==> src/rtl/usb3_slfifo_tx.sv <==
// rtl/usb3_slfifo_tx.sv - FX3 slave-FIFO write master: bursts a 32-bit valid/ready stream into one FX3 socket.
// Bus outputs are registered; a word accepted on a handshake is strobed onto DQ one cycle later.
module usb3_slfifo_tx #(
  parameter int          BURST_LEN = 256,
  parameter int          TURN_CYC  = 4,
  parameter int          TIMEOUT   = 1024,
  parameter logic [1:0]  SOCKET    = 2'd0
) (
  input  logic        clk,
  input  logic        rst,
  input  logic [31:0] tx_data,
  input  logic        tx_valid,
  input  logic        tx_last,
  output logic        tx_ready,
  input  logic        USB3_FLAGB,
  output logic [31:0] USB3_DQ_O,
  output logic        USB3_DQ_OE,
  output logic        USB3_SLCS_N,
  output logic        USB3_SLWR_N,
  output logic        USB3_PKTEND_N,
  output logic [1:0]  USB3_A,
  output logic        busy,
  output logic [15:0] pkt_count
);

  localparam int BW = $clog2(BURST_LEN + 1);
  localparam int TW = $clog2(((TIMEOUT > TURN_CYC) ? TIMEOUT : TURN_CYC) + 1);
  localparam logic [BW-1:0] BEAT_MAX  = BW'(BURST_LEN);
  localparam logic [BW-1:0] BEAT_LAST = BW'(BURST_LEN - 1);
  localparam logic [TW-1:0] TIMER_END = TW'(TIMEOUT - 1);
  localparam logic [TW-1:0] TURN_END  = TW'(TURN_CYC - 1);

  typedef enum logic [1:0] {IDLE, WRITE, FLUSH, TURN} state_t;

  state_t        state;
  logic          flagb_q;
  logic [BW-1:0] beat_cnt;
  logic [TW-1:0] timer;
  logic          hs;

  assign tx_ready = (state == WRITE) && (beat_cnt < BEAT_MAX);
  assign hs       = tx_valid && tx_ready;
  assign busy     = (state != IDLE);

  always_ff @(posedge clk) begin
    if (rst) begin
      state         <= IDLE;
      flagb_q       <= 1'b0;
      beat_cnt      <= '0;
      timer         <= '0;
      pkt_count     <= 16'd0;
      USB3_DQ_O     <= 32'd0;
      USB3_DQ_OE    <= 1'b0;
      USB3_SLCS_N   <= 1'b1;
      USB3_SLWR_N   <= 1'b1;
      USB3_PKTEND_N <= 1'b1;
      USB3_A        <= SOCKET;
    end else begin
      flagb_q <= USB3_FLAGB;
      USB3_A  <= SOCKET;
      case (state)
        IDLE: begin
          USB3_SLWR_N   <= 1'b1;
          USB3_PKTEND_N <= 1'b1;
          if (tx_valid && flagb_q) begin
            state       <= WRITE;
            USB3_SLCS_N <= 1'b0;
            USB3_DQ_OE  <= 1'b1;
            beat_cnt    <= '0;
            timer       <= '0;
          end
        end
        WRITE: begin
          USB3_PKTEND_N <= 1'b1;
          if (hs) begin
            USB3_DQ_O   <= tx_data;
            USB3_SLWR_N <= 1'b0;
            beat_cnt    <= beat_cnt + 1'b1;
            timer       <= '0;
            // A full buffer commits itself on the FX3 side, so the last beat never gets PKTEND.
            if (beat_cnt == BEAT_LAST) begin
              pkt_count <= pkt_count + 16'd1;
              state     <= TURN;
            end else if (tx_last) begin
              USB3_PKTEND_N <= 1'b0;
              pkt_count     <= pkt_count + 16'd1;
              state         <= TURN;
            end
          end else begin
            USB3_SLWR_N <= 1'b1;
            if (beat_cnt != '0) begin
              if (timer == TIMER_END) begin
                state <= FLUSH;
                timer <= '0;
              end else begin
                timer <= timer + 1'b1;
              end
            end
          end
        end
        FLUSH: begin
          USB3_SLWR_N   <= 1'b1;
          USB3_PKTEND_N <= 1'b0;
          pkt_count     <= pkt_count + 16'd1;
          timer         <= '0;
          state         <= TURN;
        end
        TURN: begin
          // DQ_OE drops one cycle in, after the final strobe has been presented.
          USB3_SLWR_N   <= 1'b1;
          USB3_PKTEND_N <= 1'b1;
          USB3_DQ_OE    <= 1'b0;
          if (timer == TURN_END) begin
            USB3_SLCS_N <= 1'b1;
            timer       <= '0;
            state       <= IDLE;
          end else begin
            timer <= timer + 1'b1;
          end
        end
        default: state <= IDLE;
      endcase
    end
  end

endmodule

==> config.mk <==
export PLATFORM = sky130hd
export DESIGN_NAME = usb3_slfifo_tx
export DESIGN_NICKNAME = d
export VERILOG_FILES = /design/src/rtl/usb3_slfifo_tx.sv
export SDC_FILE = /design/constraint.sdc
export NUM_CORES = 1
export LEC_CHECK = 0
export ABC_AREA = 1
export ABC_CLOCK_PERIOD_IN_PS = 1700
export CAP_MARGIN = 20
export CORE_ASPECT_RATIO = 0.7
export CORE_MARGIN = 2
export CORE_UTILIZATION = 35
export CTS_CLUSTER_SIZE = 12
export DETAILED_ROUTE_END_ITERATION = 6
export HOLD_SLACK_MARGIN = 0.06
export PLACE_DENSITY = 0.66
export REMOVE_ABC_BUFFERS = 1
export SLEW_MARGIN = 20
export SYNTH_ARGS = -nofsm -noshare
export SYNTH_HDL_FRONTEND = slang
export SYNTH_SLANG_ARGS = --single-unit
==> constraint.sdc <==
create_clock -name clk -period 1.7 [get_ports clk]
set_input_delay 0.425 -clock clk [delete_from_list [all_inputs] [get_ports clk]]
set_output_delay 0.425 -clock clk [all_outputs]
set_load 0.02 [all_outputs]
==> flow_metrics.env <==
export IMPL_first_pass_iters=4
export IMPL_drc_errors=0
export IMPL_slowest_delay_ps=350
export IMPL_dieArea_mm2=0.0111
export IMPL_cts_tree="done"
export IMPL_path_class="reg2reg"
export IMPL_violations="negative setup slack"
export IMPL_routabilityCongestion=0.914
export IMPL_boundaryPins=93
export IMPL_yosys_area_top_type_share=0.417
export IMPL_num_nets_final=683
export IMPL_async_reset_ff_frac=0
export IMPL_irDropWorstVdd_v=0.000526
export IMPL_ys_seq_area_frac=0.417
export IMPL_syn_area_mm2=0.00360
export IMPL_core_mm2=0.00983
export IMPL_end_kind="flop"
export IMPL_crit_chain="ha_4 > nand3_4 > nor2_4 > nand2_2 > nor2_1 > ha_2 > nor2_4 > nand2_1 > nand2_2 > clkinv_4 > nand2_4 > nor2_4 > nand2_1 > a21oi_2"
export IMPL_hp_class="reg2reg"
export IMPL_synth_most_common_cell="nand2_1"
export IMPL_grt_usage=0.182
export IMPL_drive_gt1_frac=0.209
export IMPL_crit_top_cell="nor2_4"
export IMPL_fp_dieW_um=125
export IMPL_fp_row_count=30
export IMPL_rsz0062_at_grt="true"
export IMPL_area_growth_pct=52.4
export IMPL_finClkSkew_ps=5.79
export IMPL_synth_compound_area_frac=0.139
export IMPL_r2r_end="pkt_count[10]"
export IMPL_worst_slew_pin_slew_ps=544
export IMPL_cp_max_fo=7
export IMPL_wl_per_cell_um=13.4
export IMPL_rr_worst_depth=14
export IMPL_power_mw=6.46
export IMPL_num_vias=3739
export IMPL_finalHoldViolCount=0
export IMPL_yosys_area_share_adder=0.0382
export IMPL_antenna_found_initial=0
export IMPL_synthSimpleGateAreaFrac=0.314
export IMPL_setup_viol=16
export IMPL_cp_num_cells=14
export IMPL_synth_main_ff_cell="dfxtp_1"
export IMPL_htree_levels=3
export IMPL_setup_worst_path_end="pkt_count[10]"
export IMPL_post_synth_cell_area_avg_um2=7.18
export IMPL_cap_violations=0
export IMPL_slew_headroom=0.638
export IMPL_p_leak_nw=2.46
export IMPL_yosysTopAreaCell="dfxtp_1"
export IMPL_viasPerCell=4.87
export IMPL_yosys_top_cells_area="dfxtp_1 42%, nand2_1 15%, a21oi_1 8.2%"
export IMPL_drt_iter0_markers=226
export IMPL_required_ps=1970
export IMPL_yosysWarnings=0
export IMPL_r2r_setup_slack_ps=-90
export IMPL_synthMuxAreaShare=0
export IMPL_cp_top_family="simple AND/OR/NAND/NOR gates"
export IMPL_finalCritPeriodShare=1.05
export IMPL_synth_top_family_by_area="simple AND/OR/NAND/NOR gates"
export IMPL_routed_wl_mm=10.3
export IMPL_slowest_stage="dfxtp_2"
export IMPL_fp_dieH_um=88.9
export IMPL_n_antenna_cell=0
export IMPL_critPathArrivalTime_ps=2060
export IMPL_cp_num_buf_inv=1
export IMPL_setup_tns_ps=-554
export IMPL_grt_overflow=0
export IMPL_report_final_slew_viol_count=0
export IMPL_yosysUniqueCellTypes=37
export IMPL_start_util=0.366
export IMPL_cts_made_buffers=9
export IMPL_clk_latency_ps=330
export IMPL_synth_commonest_cells="146 x nand2_1, 75 x dfxtp_1, 59 x a21oi_1"
export IMPL_ant_nets=0
export IMPL_period_needed_ps=1790
export IMPL_finalWorstSetupSlack_ps=-93.3
export IMPL_dpl_hpwl_mm=7.11
export IMPL_synthCells=502
export IMPL_p_per_area_mw_per_mm2=1180
export IMPL_status="finished with violations"
export IMPL_synth_edf_count=0
export IMPL_reg2reg_from="beat_cnt[0]"
export IMPL_clock_path_buffers=2
export IMPL_cp_startpoint="beat_cnt[0]"
export IMPL_synth_xor_area_frac=0.00973
export IMPL_clockRootBuffer="clkbuf_16"
export IMPL_clock_fmax_mhz=558
export IMPL_port_buffers=90
export IMPL_cp_start_kind="flop"
export IMPL_grt_pass1_wl_mm=16.4
export IMPL_grt_max_degree=47
export IMPL_clkSinkCount=75
export IMPL_ys_ff_latch=75
export IMPL_clk_pin_slew_ps=60
export IMPL_grt_pass1_vias=3498
## worst min path at each step
stage | start | endpoint | cells past startpoint
6_report | USB3_DQ_O[17] | USB3_DQ_O[17] | 2
2_1_floorplan | beat_cnt[4] | beat_cnt[4] | 2
3_5_place_dp | USB3_SLCS_N | USB3_SLCS_N | 2
3_3_place_gp | USB3_DQ_O[25] | USB3_DQ_O[25] | 2
4_1_cts | USB3_DQ_O[25] | USB3_DQ_O[25] | 2
5_1_grt | USB3_DQ_O[15] | USB3_DQ_O[15] | 2
## cell usage in the layout, fill, tap and decap left out, types with 12 or more instances in the layout
| master | count |
|---|---|
| nand2_1 | 140 |
| dfxtp_1 | 70 |
| a21oi_1 | 52 |
| buf_4 | 42 |
| inv_1 | 40 |
| dlygate4sd2_1 | 39 |
| nor2_1 | 37 |
| clkdlybuf4s50_1 | 35 |
| nand3_1 | 27 |
| dlymetal6s2s_1 | 13 |
| nand4_1 | 12 |
## worst min-delay path, cell delays in order, from the launching register on
cell and delay (ps):
dfxtp_1 300, nand2_1 50, a21oi_1 50
## power by group
group | total (mW) | internal, mW | switching, mW
Sequential | 2.08 | 1.95 | 0.128
Clock | 1.87 | 1.15 | 0.725
Combinational | 2.51 | 1.04 | 1.47
## final cells by class
type,count,area (µm²)
tap,128,160
inverter,51,211
clock buffer,13,280
sequential,75,1510
multi-input combinational,360,2040
fill,915,4340
timing repair buffer,138,1270
clock inverter,3,20.0
## flip-flops by register name, summed over array words and instances (netlist names)
signal / cells
USB3_DQ_O: 32
USB3_DQ_OE: 1
USB3_PKTEND_N: 1
USB3_SLCS_N: 1
USB3_SLWR_N: 1
beat_cnt: 9
flagb_q: 1
pkt_count: 16
state: 2
timer: 11
## per-layer routing
metal / track usage / wire (µm)
met1: 0.233 / 4790
met2: 0.294 / 4570
met3: 0.0671 / 811
met4: 0.0475 / 112
met5: 0 / 0
## what timing repair did
action,CTS,global route
hold buffers,0,0
cloned,2,0
pin swaps,13,23
resized for setup,72,58
setup endpoints to repair,62,45
buffers inserted,8,5
## stage by stage
step | util | hold WS, ps | cell area, µm² | std cells | setup slack, ps
final | 0.558 | 458 | 5490 | 768 | -93.3
after global routing | 0.558 | 479 | 5490 | 768 | -230
after CTS | 0.535 | 463 | 5260 | 765 | -160
after detailed placement | 0.495 | 455 | 4860 | 739 | -255
after global placement | 0.495 | 450 | 4860 | 739 | -229
after floorplan | - | 443 | 3510 | 485 | -274
## logic make-up after synthesis
logic type,after synthesis
other cells,1
buf+inv,69
compound gates,90
simple gates,252
fa+ha+maj,11
flops,75
xor+xnor,4
Note: power is estimated with default switching activity, not from simulation.
